## config.mk

```make
export PLATFORM = sky130hd
export DESIGN_NAME = sdram_arb
export DESIGN_NICKNAME = d
export VERILOG_FILES = /design/src/rtl/sdram_arb.sv
export SDC_FILE = /design/constraint.sdc
export NUM_CORES = 1
export LEC_CHECK = 0
export CAP_MARGIN = 15
export CORE_MARGIN = 10
export CORE_UTILIZATION = 38
export DETAILED_ROUTE_END_ITERATION = 10
export PLACE_DENSITY = 0.82
export SLEW_MARGIN = 20
export SYNTH_ARGS = -nofsm -noshare
export SYNTH_HDL_FRONTEND = slang
export SYNTH_SLANG_ARGS = --single-unit
```

## constraint.sdc

```tcl
create_clock -name clk -period 1.7 [get_ports clk]
set_input_delay 0.34 -clock clk [delete_from_list [all_inputs] [get_ports clk]]
set_output_delay 0.34 -clock clk [all_outputs]
set_load 0.05 [all_outputs]
```

## src/rtl/sdram_arb.sv

```systemverilog
// Three-port SDRAM request arbiter: port 0 fixed high priority, ports 1/2 round-robin.
// Optional starvation promotion of ports 1/2 when SDRAM_ARB_STARVE_EN is defined.
module sdram_arb #(
  parameter int AW           = 24,
  parameter int DW           = 32,
  parameter int STARVE_LIMIT = 64
) (
  input  logic            clk,
  input  logic            rstn,
  input  logic [3*AW-1:0] m_addr,
  input  logic [3*DW-1:0] m_wdata,
  input  logic [3*4-1:0]  m_wen,
  input  logic [2:0]      m_valid,
  output logic [2:0]      m_ready,
  output logic [DW-1:0]   m_rdata,
  output logic [AW-1:0]   mem_addr,
  output logic [DW-1:0]   mem_wdata,
  output logic [3:0]      mem_wen,
  output logic            mem_valid,
  input  logic            mem_ready,
  input  logic [DW-1:0]   mem_rdata
);

  typedef enum logic [1:0] {IDLE, ACTIVE, DONE} state_t;

  state_t     state;
  logic [1:0] g;
  logic [1:0] rr;
  logic [1:0] win;

  if (STARVE_LIMIT < 1) begin : g_bad_limit
    $error("sdram_arb: STARVE_LIMIT must be at least 1");
  end

  function automatic logic [1:0] rr_pick(input logic [1:0] lo_valid, input logic [1:0] ptr);
    if (lo_valid == 2'b11) return ptr;
    else if (lo_valid[0])  return 2'd1;
    else                   return 2'd2;
  endfunction

`ifdef SDRAM_ARB_STARVE_EN
  localparam int CW = $clog2(STARVE_LIMIT + 1);

  logic [CW-1:0] starve1;
  logic [CW-1:0] starve2;
  logic          sat1;
  logic          sat2;

  assign sat1 = m_valid[1] && (starve1 == CW'(STARVE_LIMIT));
  assign sat2 = m_valid[2] && (starve2 == CW'(STARVE_LIMIT));

  always_comb begin
    win = rr_pick(m_valid[2:1], rr);
    if (sat1 && sat2)    win = rr;
    else if (sat1)       win = 2'd1;
    else if (sat2)       win = 2'd2;
    else if (m_valid[0]) win = 2'd0;
  end

  // A port stops aging while it owns the controller and restarts from zero when granted.
  always_ff @(posedge clk or negedge rstn) begin
    if (!rstn) begin
      starve1 <= '0;
      starve2 <= '0;
    end else begin
      if (state == IDLE && |m_valid && win == 2'd1)
        starve1 <= '0;
      else if (m_valid[1] && !(state != IDLE && g == 2'd1) && starve1 != CW'(STARVE_LIMIT))
        starve1 <= starve1 + CW'(1);
      if (state == IDLE && |m_valid && win == 2'd2)
        starve2 <= '0;
      else if (m_valid[2] && !(state != IDLE && g == 2'd2) && starve2 != CW'(STARVE_LIMIT))
        starve2 <= starve2 + CW'(1);
    end
  end
`else
  always_comb begin
    win = rr_pick(m_valid[2:1], rr);
    if (m_valid[0]) win = 2'd0;
  end
`endif

  always_ff @(posedge clk or negedge rstn) begin
    if (!rstn) begin
      state     <= IDLE;
      g         <= 2'd0;
      rr        <= 2'd1;
      m_ready   <= 3'b000;
      m_rdata   <= '0;
      mem_addr  <= '0;
      mem_wdata <= '0;
      mem_wen   <= 4'b0000;
      mem_valid <= 1'b0;
    end else begin
      case (state)
        IDLE: begin
          if (|m_valid) begin
            mem_addr  <= m_addr[win*AW +: AW];
            mem_wdata <= m_wdata[win*DW +: DW];
            mem_wen   <= m_wen[win*4 +: 4];
            mem_valid <= 1'b1;
            g         <= win;
            if (win == 2'd1)      rr <= 2'd2;
            else if (win == 2'd2) rr <= 2'd1;
            state     <= ACTIVE;
          end
        end
        ACTIVE: begin
          if (mem_ready) begin
            m_rdata   <= mem_rdata;
            m_ready   <= 3'b001 << g;
            mem_valid <= 1'b0;
            state     <= DONE;
          end
        end
        DONE: begin
          // One dead cycle so a master that has not yet seen m_ready is not re-granted.
          m_ready <= 3'b000;
          state   <= IDLE;
        end
        default: state <= IDLE;
      endcase
    end
  end

endmodule

```

* Word level (Yosys, flattened, before mapping)
Index checks and enable logic that the tools add are counted.
Cells by class: bitwise logic cells 0, reduce and logical (&&, ||, !) cells 11, divide/modulo/power cells 0, muxes and demuxes 13, $lt $le $gt $ge 0, add/subtract/negate cells 0, multipliers 1, equality and inequality tests 7, shift operators 4
Operators by type and width (count):
- 96-bit by 8-bit indexed part select with 32-bit output | 1
- 72-bit by 8-bit indexed part select with 24-bit output | 1
- 2-bit two-way mux | 7
- 12-bit by 5-bit indexed part select with 4-bit output | 1
- 2-bit AND reduction | 4
- 2-bit == test, second input constant | 3
- 3-bit one-hot mux with 2 select lines | 1
- 3-bit AND reduction | 2
- 2-bit nonzero test | 3
- 2-bit by 1-bit == test with 1-bit output, second input constant | 2
- 2-bit by 2-bit multiplier with 4-bit output, second input constant | 1
- 2-bit inequality test, second input constant | 2
- 2-bit one-hot mux with 2 select lines | 1
- 3-bit two-way mux | 1
- 3-bit OR reduction | 1
- 1-bit by 2-bit << shifter with 3-bit output, first input constant | 1
- 2-bit zero test | 1
- 1-bit two-way mux | 2
- 1-bit one-hot mux with 2 select lines | 1
Word-level totals: output and inout bits 96, bits in read-only memories 0, memory bits (writable) 0, memories 0, latch bits 0, bits in registers 102

* Depth between registers and ports, before layout
Gate-level depths: netlist of run 1.
depth after elaboration 6, mapped depth 7, mapped depth without buffers 4

* Worst setup path after synthesis of run 1
Ideal clock, no wire load.
kind flip-flop to flip-flop, from register state[1], to register m_rdata[10], arrival 1.377 ns, library setup time 0.125 ns, stages on the path, launching flop included 7, setup slack 0.198 ns, buffers on the path 3, cells stage by stage dfrtp_1 buf_6 nand2b_4 or2_1 buf_6 buf_6 mux2_4
On the way: cells in the longest elaborated chain, start to end 2
RTL lines:
- start: declaration | RTL line 26 | state_t state;
- start signal: assignment | RTL line 85 | state <= IDLE;
- start signal: assignment | RTL line 105 | state <= ACTIVE;
- start signal: assignment | RTL line 113 | state <= DONE;
- 2-bit by 1-bit == test with 1-bit output | RTL line 95 | case (state)
- 2-bit AND reduction (no source line)
- end signal: assignment | RTL line 110 | m_rdata <= mem_rdata;
- end: declaration | RTL line 15 | output logic [DW-1:0] m_rdata,
No other way between the ends. A chain may end at the register's enable or synchronous reset.

* Worst setup path in the final report of run 1
from register rr[1], to register mem_addr[14]
On the way: cells in the longest elaborated chain, start to end 4
RTL lines:
- start: declaration | RTL line 28 | logic [1:0] rr;
- start signal: assignment | RTL line 87 | rr <= 2'd1;
- start signal: assignment | RTL line 103 | if (win == 2'd1) rr <= 2'd2;
- start signal: assignment | RTL line 104 | else if (win == 2'd2) rr <= 2'd1;
- 2-bit two-way mux | RTL line 36 | if (lo_valid == 2'b11) return ptr;
- 2-bit two-way mux | RTL line 79 | if (m_valid[0]) win = 2'd0;
- 2-bit by 2-bit multiplier with 4-bit output | RTL line 98 | mem_addr <= m_addr[win*AW +: AW];
- 72-bit by 8-bit indexed part select with 24-bit output | RTL line 98
- end signal: assignment | RTL line 98
- end: declaration | RTL line 16 | output logic [AW-1:0] mem_addr,
No other way between the ends.

==> out/results.tsv, run 1 <==
metric	value	unit
antenna_found_initial	0	
power_leakage	3.72	nW
wire_per_inst	22.5	um
route.detailed.drc	0	
max_fclk	615	MHz
yosysUniqueCellTypes	33	
wirelength	22700	um
floorplan.die.height	137	um
via_count_of_the_first_global_routing_pass	5961	
netlist_area	0.00522	mm2
net_count_after_synthesis	740	
fin_area	0.00882	mm2
num-nets-final	1044	
worst_setup_path_startpoint	rr[1]	
initial_util	39.1	%
worst_ep_arrival_time	1.90	ns
tritoncts_num_sinks	102	
critical_path.cell_chain	buf_4, nand2b_1, a21boi_4, buf_12, buf_16, a21oi_1, a21oi_1	
antenna_cells_inserted	0	
min-delay-path-class	input pin to asynchronous set/reset pin	
num_io_pins	314	
finalCritPeriodShare	95.7	%
cts_inserted_buffers	9	
drv.max_cap_violation_count	0	
wl_met1	8630	um
violations_in_the_final_reports	negative hold slack	
number_of_warnings_issued_by_yosys	0	
synth-seq-area-share	49.0	%
critical_path.max_fanout	23	
cts_hold_buffers	0	
setup_ws	0.0738	ns
postSynthCellCount	522	
worst_path_required_time	1.97	ns
number_of_enable_type_register_cells_in_the_synthesized_netlist	0	
slowest_cell_delay_on_critical_path	0.45	ns
grt_remaining_overflow	0	
register_clock_pin_slew_on_the_reported_worst_setup_and_hold_paths	0.07	ns
pwr_density_cell	1960	mW/mm2
final.hold.worst_slack	-0.0250	ns
num_vias	5509	
number_of_buffers_inserted_by_port_buffering	313	
initialDrtViolationCount	382	
cts-root-buf	clkbuf_16	
grt_use_total	23.2	%
num-fill-cells	1011	
core	0.0133	mm2
via_per_inst	5.47	
placedInstanceArea	0.00835	mm2
worst_slew_margin_rel	49.2	%
met3WireLength	2050	um
rsz0062_at_grt	true	
tritoncts	yes	
worstSetupPathType	flop to flop	
final_period_demand_of_the_worst_path	1.63	ns
postSynth.topFlopCell	dfrtp_1	
rows	42	
endpoint_kind	flop	
asyncSetResetFlopFracSynth	100	%
reg2reg_from	rr[1]	
multi_input_comb_area	0.00242	mm2
status	finished, violations left	
report.final.hold_viol_count	7	
worst_slew_pin_tran	0.760	ns
skew	0.00740	ns
finalWeightedCongestion	0.881	
first_pass_grt_wire_length	33800	um
cts-htree-levels	3	
slew_viol_final	0	
cpMostUsedCell	a21oi_1	
ctsLongestPathBuffers	2	
route.top_layer_used	met4	
post_dp_hpwl	16500	um
startpoint_type	flop	
antenna_violating_nets_post_route	0	
fp.dieW	137	um
met2_wire_len	11400	um
syn_avg_cell_area	9.99	um2
setup_violating_endpoint_count_in_the_final_report	0	
synth_seq_cells	102	
final.setup.tns	0	ns
sequential_cell_area	0.00255	mm2
drive_above_1_share	22.1	%
dr.pass1.iters	5	
largest_net_degree_at_the_start_of_global_routing	103	
die_area	0.0188	mm2
clock_latency	0.35	ns
placement.setup.worst_slack	-0.564	ns
area_growth	69.2	%
worst_vdd_drop	1.04	mV
timing.critical_path.slowest_stage_cell	dfrtp_2	
## stage by stage
step	power [mW]	instances	util (%)
2_1_floorplan	11.3	522	-
3_3_place_gp	14.6	984	62.5
3_5_place_dp	14.8	984	62.5
4_1_cts	17.3	1003	65.6
5_1_grt	18.2	1007	66.1
6_report	17.3	1007	66.1
## cells in the mapped netlist (3+ instances only)
cell,instances,area share [%]
a21oi_1,118,11
a22o_1,4,0.67
buf_2,28,2.7
buf_6,9,1.9
clkbuf_1,11,0.79
dfrtp_1,101,48
mux2_1,4,0.86
mux2_4,28,8.1
nand2_1,9,0.65
nor2_1,59,4.2
o211ai_1,60,8.6
o21ai_0,4,0.38
o21ai_1,3,0.29
or3_1,58,7.0
## timing repair
action                     in CTS  in global routing
pin swaps                       0                  4
setup endpoints to repair      58                 59
resized for setup               2                  6
cloned                          2                  2
buffers inserted                1                  2
## report_power, final
group / leakage [nW] / internal (mW) / switching (mW)
combinational: 2.38 / 3.66 / 6.79
clock: 0.172 / 1.48 / 0.930
sequential: 1.16 / 3.66 / 0.797
total: 3.72 / 8.79 / 8.51
## layer usage
layer | global-route usage, % | up-vias
met4 | 8.84 | 0
met2 | 39.8 | 316
met5 | 0 | -
met1 | 26.9 | 2645
met3 | 6.52 | 37
li1 | - | 2511
## layout make-up
class	instances	share of cell area [%]
Timing Repair Buffer	341	37.1
Tap cell	176	2.50
Inverter	3	0.128
Clock inverter	6	1.23
Clock buffer	10	2.71
Multi-Input combinational cell	369	27.4
Sequential cell	102	29.0
## cells by family (layout without fill, tap and decap cells)
| group | count (synthesis) | count (layout) | synth area share [%] |
|---|---|---|---|
| AOI/OAI and AO/OA | 195 | 195 | 22.3 |
| buffers and inverters | 53 | 360 | 5.93 |
| DFF | 102 | 102 | 49.0 |
| muxes | 34 | 34 | 9.31 |
| and+or+nand+nor | 138 | 140 | 13.5 |
## flip-flops by register name, indices dropped and copies added, names as in the netlist
signal     cells
mem_wen        4
g              2
state          2
mem_addr      24
mem_valid      1
m_ready        3
m_rdata       32
rr             2
mem_wdata     32
## critical path, delay by kind of cell, from the launching register on
family	cells	cell delay (ns)
DFF	1	0.45
and+or+nand+nor	1	0.18
AOI/OAI and AO/OA	3	0.45
buffers and inverters	3	0.46
## placed cells by master, fill, tap and decap left out, drive strengths merged
cell type and n:
or2 2, nand3 2, dfrtp 101, a21boi 2, nand3b 2, a21oi 118, o21ai 8, buf 125
o2bb2ai 1, clkinv 3, clkbuf 11, dlygate4sd2 1, mux2i 2, a22o 4, or3 58, bufinv 3
nor2b 4, nor2 60, nand2 9, o41ai 1, o21a 1, dfstp 1, clkdlybuf4s50 214, nand2b 3
inv 3, mux2 32, o211ai 60
## final timing paths
path                                 to  slack, ns  cells past startpoint
hold reg to reg               mem_valid       0.49                      2
hold / removal              mem_addr[5]      -0.03                      2
min in group clk                   g[1]       0.47                      3
max in group asynchronous         rr[1]       1.16                      2
setup reg to reg           mem_addr[14]       0.07                      7
setup / recovery           mem_addr[14]       0.07                      7
(Power assumes the default switching activity.)
==> run 2, diff against run 1 <==
--- a/config.mk
+++ b/config.mk
@@ -6,10 +6,10 @@
 export NUM_CORES = 1
 export LEC_CHECK = 0
 export CAP_MARGIN = 15
-export CORE_MARGIN = 10
-export CORE_UTILIZATION = 38
+export CORE_AREA = 2 2 121 123
 export DETAILED_ROUTE_END_ITERATION = 10
-export PLACE_DENSITY = 0.82
+export DIE_AREA = 0 0 123 125
+export PLACE_DENSITY = 0.8
 export SLEW_MARGIN = 20
 export SYNTH_ARGS = -nofsm -noshare
 export SYNTH_HDL_FRONTEND = slang
==> out/results.tsv, run 2 (synthesis results as in run 1) <==
metric	value	unit	change
status	finished, final reports clean		was finished, violations left
cpMostUsedCell	buf_4		was a21oi_1
setup_violating_endpoint_count_in_the_final_report	0		unchanged
post_dp_hpwl	13400	um	was 16,500 um
startpoint_type	flop		unchanged
slew_viol_final	0		unchanged
worst_ep_arrival_time	1.85	ns	was 1.90 ns
power.switching_fraction	49.6	%	was 49.2%
max_fclk	611	MHz	was 615 MHz
power.net_switching	8.42	mW	was 8.51 mW
antenna_violating_nets_post_route	0		unchanged
num_io_pins	314		unchanged
critical_path.max_fanout	7		was 23
placement.setup.worst_slack	-0.543	ns	was -0.564 ns
finalWeightedCongestion	0.816		was 0.881
antenna_cells_inserted	0		unchanged
combPwrFrac	61.5	%	was 60.4%
power_leakage	3.76	nW	was 3.72 nW
worstSetupPathType	flop to flop		unchanged
clock_latency	0.35	ns	about the same
number_of_buffers_inserted_by_port_buffering	313		unchanged
top_regs	m_rdata x32, mem_wdata x32, mem_addr x24		unchanged
initial_util	36.7	%	was 39.1%
setup_ws	0.0621	ns	was 0.0738 ns
tritoncts	yes		unchanged
worst_slew_margin_rel	54.3	%	was 49.2%
floorplan.die.height	125	um	was 137 um
area_growth	71.0	%	was 69.2%
first_pass_grt_wire_length	29600	um	was 33,800 um
worst_vdd_drop	0.917	mV	was 1.04 mV
fin_area	0.00892	mm2	was 0.00882 mm2
register_clock_pin_slew_on_the_reported_worst_setup_and_hold_paths	0.08	ns	was 0.07 ns
final.setup.tns	0	ns	unchanged
ctsLongestPathBuffers	2		unchanged
cts-root-buf	clkbuf_16		unchanged
fp.dieW	123	um	was 137 um
rows	44		was 42
cts-htree-levels	3		unchanged
critical_path.cell_chain	buf_4, a21boi_4, nor2_4, mux2i_1, buf_4, o211ai_1		was buf_4, nand2b_1, a21boi_4, buf_12, buf_16, a21oi_1, a21oi_1
endpoint_kind	flop		unchanged
finalCritPeriodShare	96.3	%	was 95.7%
part_of_the_power_in_the_clock_network	12.4	%	was 13.9%
cts_inserted_buffers	9		unchanged
power.total	17.0	mW	was 17.3 mW
route.detailed.drc	0		unchanged
dr.pass1.iters	5		unchanged
finish.cell_count_without_fillers	1020		was 1,007
via_count_of_the_first_global_routing_pass	5676		was 5,961
grt_remaining_overflow	0		unchanged
slowest_cell_delay_on_critical_path	0.43	ns	was 0.45 ns
rsz0062_at_grt	true		unchanged
timing.critical_path.slowest_stage_cell	dfrtp_2		unchanged
antenna_found_initial	0		unchanged
initialDrtViolationCount	296		was 382
die_area	0.0154	mm2	was 0.0188 mm2
worst_path_required_time	1.91	ns	was 1.97 ns
final.hold.worst_slack	0.469	ns	was -0.0250 ns
pwr-share-seq	26.0	%	was 25.7%
worst_slew_pin_tran	0.683	ns	was 0.760 ns
skew	0.0108	ns	was 0.00740 ns
placedInstanceArea	0.00846	mm2	was 0.00835 mm2
final_period_demand_of_the_worst_path	1.64	ns	was 1.63 ns
mostFrequentLayoutCells	214 x clkdlybuf4s50_1, 118 x a21oi_1, 112 x buf_4		was 214 x clkdlybuf4s50_1, 118 x a21oi_1, 111 x buf_4
via_per_inst	5.32		was 5.47
largest_net_degree_at_the_start_of_global_routing	40		was 103
num_vias	5428		was 5,509
timing.reg2reg.setup_slack	0.06	ns	was 0.07 ns
core	0.0142	mm2	was 0.0133 mm2
min-delay-path-class	input pin to asynchronous set/reset pin		unchanged
drv.max_cap_violation_count	0		unchanged
finish.utilization	62.8	%	was 66.1%
num-nets-final	1049		was 1,044
grt_use_total	24.9	%	was 23.2%
tritoncts_num_sinks	102		unchanged
wirelength	19200	um	was 22,700 um
placedCellCount	997		was 984
drive_above_1_share	22.6	%	was 22.1%
int_pwr	8.56	mW	was 8.79 mW
report.final.hold_viol_count	0		was 7
pwr_density_cell	1900	mW/mm2	was 1960 mW/mm2
most_common_cell_after_layout_fill_and_taps_aside	clkdlybuf4s50_1		unchanged
wire_per_inst	18.9	um	was 22.5 um
[run 2: layout make-up]
type | count | area [um2]
repair buffers | 347 | 3400
clock buffers | 9 | 225
clock inverters | 7 | 72.6
inverters | 3 | 11.3
well taps | 184 | 230
fillers | 1190 | 5290
flip-flops and latches | 102 | 2550
multi-input cells | 368 | 2420
[run 2: power by group through the flow]
stage | registers, mW | clock network [mW] | logic [mW]
floorplan | 8.30 | 0 | 2.97
global placement | 4.37 | 0 | 10.2
detailed placement | 4.44 | 0 | 10.4
CTS | 4.42 | 2.17 | 10.5
global route | 4.58 | 2.26 | 11.0
finish | 4.42 | 2.11 | 10.4
[run 2: routing by layer]
metal	GRT usage, %	up-vias	share of wire, %
met4	9.22	0	2.3
li1	-	2520	-
met2	42.7	295	49
met5	0	-	0
met3	6.43	35	9.7
met1	29.6	2578	39
[run 2: final timing paths]
| path | cells past startpoint | start | endpoint |
|---|---|---|---|
| setup / recovery | 6 | rr[1] | mem_wdata[31] |
| hold / removal | 2 | rstn | mem_addr[22] |
| setup reg to reg | 6 | rr[1] | mem_wdata[31] |
| hold reg to reg | 2 | mem_valid | mem_valid |
| max in group asynchronous | 3 | rstn | rr[0] |
| min in group clk | 2 | mem_valid | mem_valid |
[run 2: repair_timing]
| item | 4_1_cts | 5_1_grt |
|---|---|---|
| buffers inserted | 2 | 0 |
| pin swaps | 1 | 1 |
| hold buffers | 1 | 0 |
| endpoints found under the setup margin | 59 | 53 |
| cloned | 4 | 0 |
| endpoints found under the hold margin | 26 | 0 |
| resized for setup | 3 | 3 |
[run 2: critical path, delay by kind of cell (launching register included)]
family,cells,cell delay [ns]
muxes,1,0.35
AOI/OAI and AO/OA,2,0.13
and+or+nand+nor,1,0.27
DFF,1,0.43
buffers and inverters,2,0.33
==> run 3, diff against run 2 <==
--- a/config.mk
+++ b/config.mk
@@ -6,10 +6,11 @@
 export NUM_CORES = 1
 export LEC_CHECK = 0
 export CAP_MARGIN = 15
-export CORE_AREA = 2 2 121 123
+export CORE_AREA = 2 2 123 125
+export CTS_BUF_LIST = sky130_fd_sc_hd__clkbuf_2 sky130_fd_sc_hd__clkbuf_4 sky130_fd_sc_hd__clkbuf_8
 export DETAILED_ROUTE_END_ITERATION = 10
-export DIE_AREA = 0 0 123 125
-export PLACE_DENSITY = 0.8
+export DIE_AREA = 0 0 125 127
+export PLACE_DENSITY = 0.78
 export SLEW_MARGIN = 20
 export SYNTH_ARGS = -nofsm -noshare
 export SYNTH_HDL_FRONTEND = slang
==> out/results.tsv, run 3 (synthesis results as in run 1) <==
metric	value	unit	change
wire_per_inst	19.1	um	was 18.9 um
ctsLongestPathBuffers	2		unchanged
rows	44		unchanged
worst_path_required_time	1.99	ns	was 1.91 ns
placement.setup.worst_slack	-0.690	ns	was -0.543 ns
worstSetupPathType	input pin to flop		was flop to flop
finish.utilization	60.1	%	was 62.8%
fp.dieW	125	um	was 123 um
cts-htree-levels	3		unchanged
via_count_of_the_first_global_routing_pass	5356		was 5,676
critical_path.max_fanout	16		was 7
worst_vdd_drop	1.10	mV	was 0.917 mV
first_pass_grt_wire_length	29700	um	was 29,600 um
timing.critical_path.slowest_stage_cell	clkdlybuf4s50_1		was dfrtp_2
startpoint_type	input pin		was flop
tritoncts	yes		unchanged
largest_net_degree_at_the_start_of_global_routing	62		was 40
antenna_violating_nets_post_route	0		unchanged
via_per_inst	5.28		was 5.32
dr.pass1.iters	4		was 5
reg2reg_from	state[0]		was rr[1]
mostFrequentLayoutCells	214 x clkdlybuf4s50_1, 118 x a21oi_1, 112 x buf_4		unchanged
most_common_cell_after_layout_fill_and_taps_aside	clkdlybuf4s50_1		unchanged
combPwrFrac	63.9	%	was 61.5%
num-nets-final	1045		was 1,049
initialDrtViolationCount	282		was 296
worstHoldStart	mem_valid		
pwr_density_cell	1880	mW/mm2	was 1900 mW/mm2
num-fill-cells	1255		was 1,190
cpMostUsedCell	buf_4		unchanged
grt_remaining_overflow	0		unchanged
hold_path_end	mem_valid		
wirelength	19400	um	was 19,200 um
slew_viol_final	0		unchanged
final_period_demand_of_the_worst_path	1.55	ns	was 1.64 ns
critical_path.cell_chain	clkdlybuf4s50_1, buf_4, inv_2, o21ai_4, buf_4, o211ai_1, a21oi_1		was buf_4, a21boi_4, nor2_4, mux2i_1, buf_4, o211ai_1
finalCritPeriodShare	91.1	%	was 96.3%
status	finished, final reports clean		unchanged
worst-r2r-cell-count	5		was 6
finalWeightedCongestion	0.844		was 0.816
number_of_buffers_inserted_by_port_buffering	313		unchanged
route.detailed.drc	0		unchanged
int_pwr	7.91	mW	was 8.56 mW
cts_inserted_buffers	9		unchanged
power.net_switching	8.38	mW	was 8.42 mW
report.final.hold_viol_count	0		unchanged
part_of_the_power_in_the_clock_network	9.2	%	was 12.4%
slowest_cell_delay_on_critical_path	0.50	ns	was 0.43 ns
die_area	0.0159	mm2	was 0.0154 mm2
power_leakage	3.64	nW	was 3.76 nW
timing.reg2reg.setup_slack	0.16	ns	was 0.06 ns
skew	0.00881	ns	was 0.0108 ns
worst_slew_pin_tran	0.569	ns	was 0.683 ns
top_regs	m_rdata x32, mem_wdata x32, mem_addr x24		unchanged
clock_latency	0.38	ns	was 0.35 ns
final.setup.tns	0	ns	unchanged
antenna_cells_inserted	0		unchanged
endpoint_kind	flop		unchanged
rsz0062_at_grt	false		was true
placedCellCount	995		was 997
holdPathStages	2		
area_growth	66.2	%	was 71.0%
num_io_pins	314		unchanged
floorplan.die.height	127	um	was 125 um
worst_ep_arrival_time	1.84	ns	was 1.85 ns
reg2reg_to	mem_wdata[2]		was mem_wdata[31]
min-delay-path-class	flop to flop		was input pin to asynchronous set/reset pin
setup_violating_endpoint_count_in_the_final_report	0		unchanged
finish.cell_count_without_fillers	1016		was 1,020
core	0.0144	mm2	was 0.0142 mm2
pwr-share-seq	27.0	%	was 26.0%
post_dp_hpwl	13600	um	was 13,400 um
antenna_found_initial	0		unchanged
cts-root-buf	clkbuf_8		was clkbuf_16
grt_use_total	23.7	%	was 24.9%
tritoncts_num_sinks	102		unchanged
max_fclk	646	MHz	was 611 MHz
power.switching_fraction	51.4	%	was 49.6%
drive_above_1_share	22.2	%	was 22.6%
setup_ws	0.152	ns	was 0.0621 ns
initial_util	36.2	%	was 36.7%
num_vias	5365		was 5,428
worst_slew_margin_rel	62.1	%	was 54.3%
drv.max_cap_violation_count	0		unchanged
register_clock_pin_slew_on_the_reported_worst_setup_and_hold_paths	0.10	ns	was 0.08 ns
==> run 3: cell types whose count changed in the layout (fill, tap and decap cells not counted), moves of 2 or more <==
cell       before  now
nor2b_4         2    4
clkinv_2        2    0
clkbuf_16       9    0
clkbuf_8        0    9
clkinv_4        1    3
buf_12         15   12
bufbuf_16       3    0
==> run 3: how the worst max path moves through the flow <==
stage / start / to / slack, ns / cells past startpoint
after floorplan: state[1] / m_rdata[10] / 0.20 / 6
after global placement: m_valid[1] / mem_wdata[26] / -0.61 / 5
after detailed placement: m_valid[1] / mem_wdata[2] / -0.69 / 5
after CTS: m_valid[1] / mem_wdata[2] / -0.01 / 5
after global routing: state[0] / mem_wdata[2] / 0.03 / 5
final: m_valid[2] / mem_wdata[2] / 0.15 / 7
==> run 3: layout make-up <==
type,count,area [um2],share of cell area [%]
clock inverters,6,53.8,0.621
inverters,3,11.3,0.130
flip-flops and latches,102,2550,29.5
clock buffers,10,131,1.52
multi-input cells,370,2440,28.1
repair buffers,341,3250,37.5
well taps,184,230,2.66
==> run 3: power groups by stage <==
| stage | clock [mW] | sequential [mW] | combinational (mW) |
|---|---|---|---|
| detailed placement | 0 | 4.42 | 10.3 |
| global placement | 0 | 4.38 | 10.2 |
| floorplan | 0 | 8.30 | 2.97 |
| global route | 1.64 | 4.55 | 11.0 |
| CTS | 1.57 | 4.40 | 10.4 |
| finish | 1.50 | 4.39 | 10.4 |
==> run 3: timing repair <==
action,CTS,global route
hold endpoints to repair,60,0
gates cloned,1,2
pin swaps,0,1
resized for setup,1,6
setup buffers,0,1
endpoints found under the setup margin,58,60
hold buffers,1,0
==> run 3: through the flow <==
stage | cell area (um2) | hold slack (ns) | total power [mW]
2_1_floorplan | 5220 | 0.0444 | 11.3
3_3_place_gp | 8420 | 0.365 | 14.6
3_5_place_dp | 8420 | 0.372 | 14.8
4_1_cts | 8620 | 0.455 | 16.4
5_1_grt | 8670 | 0.511 | 17.2
6_report | 8670 | 0.487 | 16.3
==> run 3: worst max-delay path: cells and delay by family <==
kind	cells	cell delay (ns)
buffers and inverters	4	0.99
AO/OA/AOI/OAI	3	0.49
==> run 3: layer usage <==
| metal | global-route usage (%) | share of wire [%] | up-vias |
|---|---|---|---|
| li1 | - | - | 2506 |
| met1 | 28.8 | 39 | 2546 |
| met2 | 40.5 | 50 | 283 |
| met3 | 7.62 | 8.5 | 30 |
| met4 | 7.39 | 2.4 | 0 |
| met5 | 0 | 0 | - |
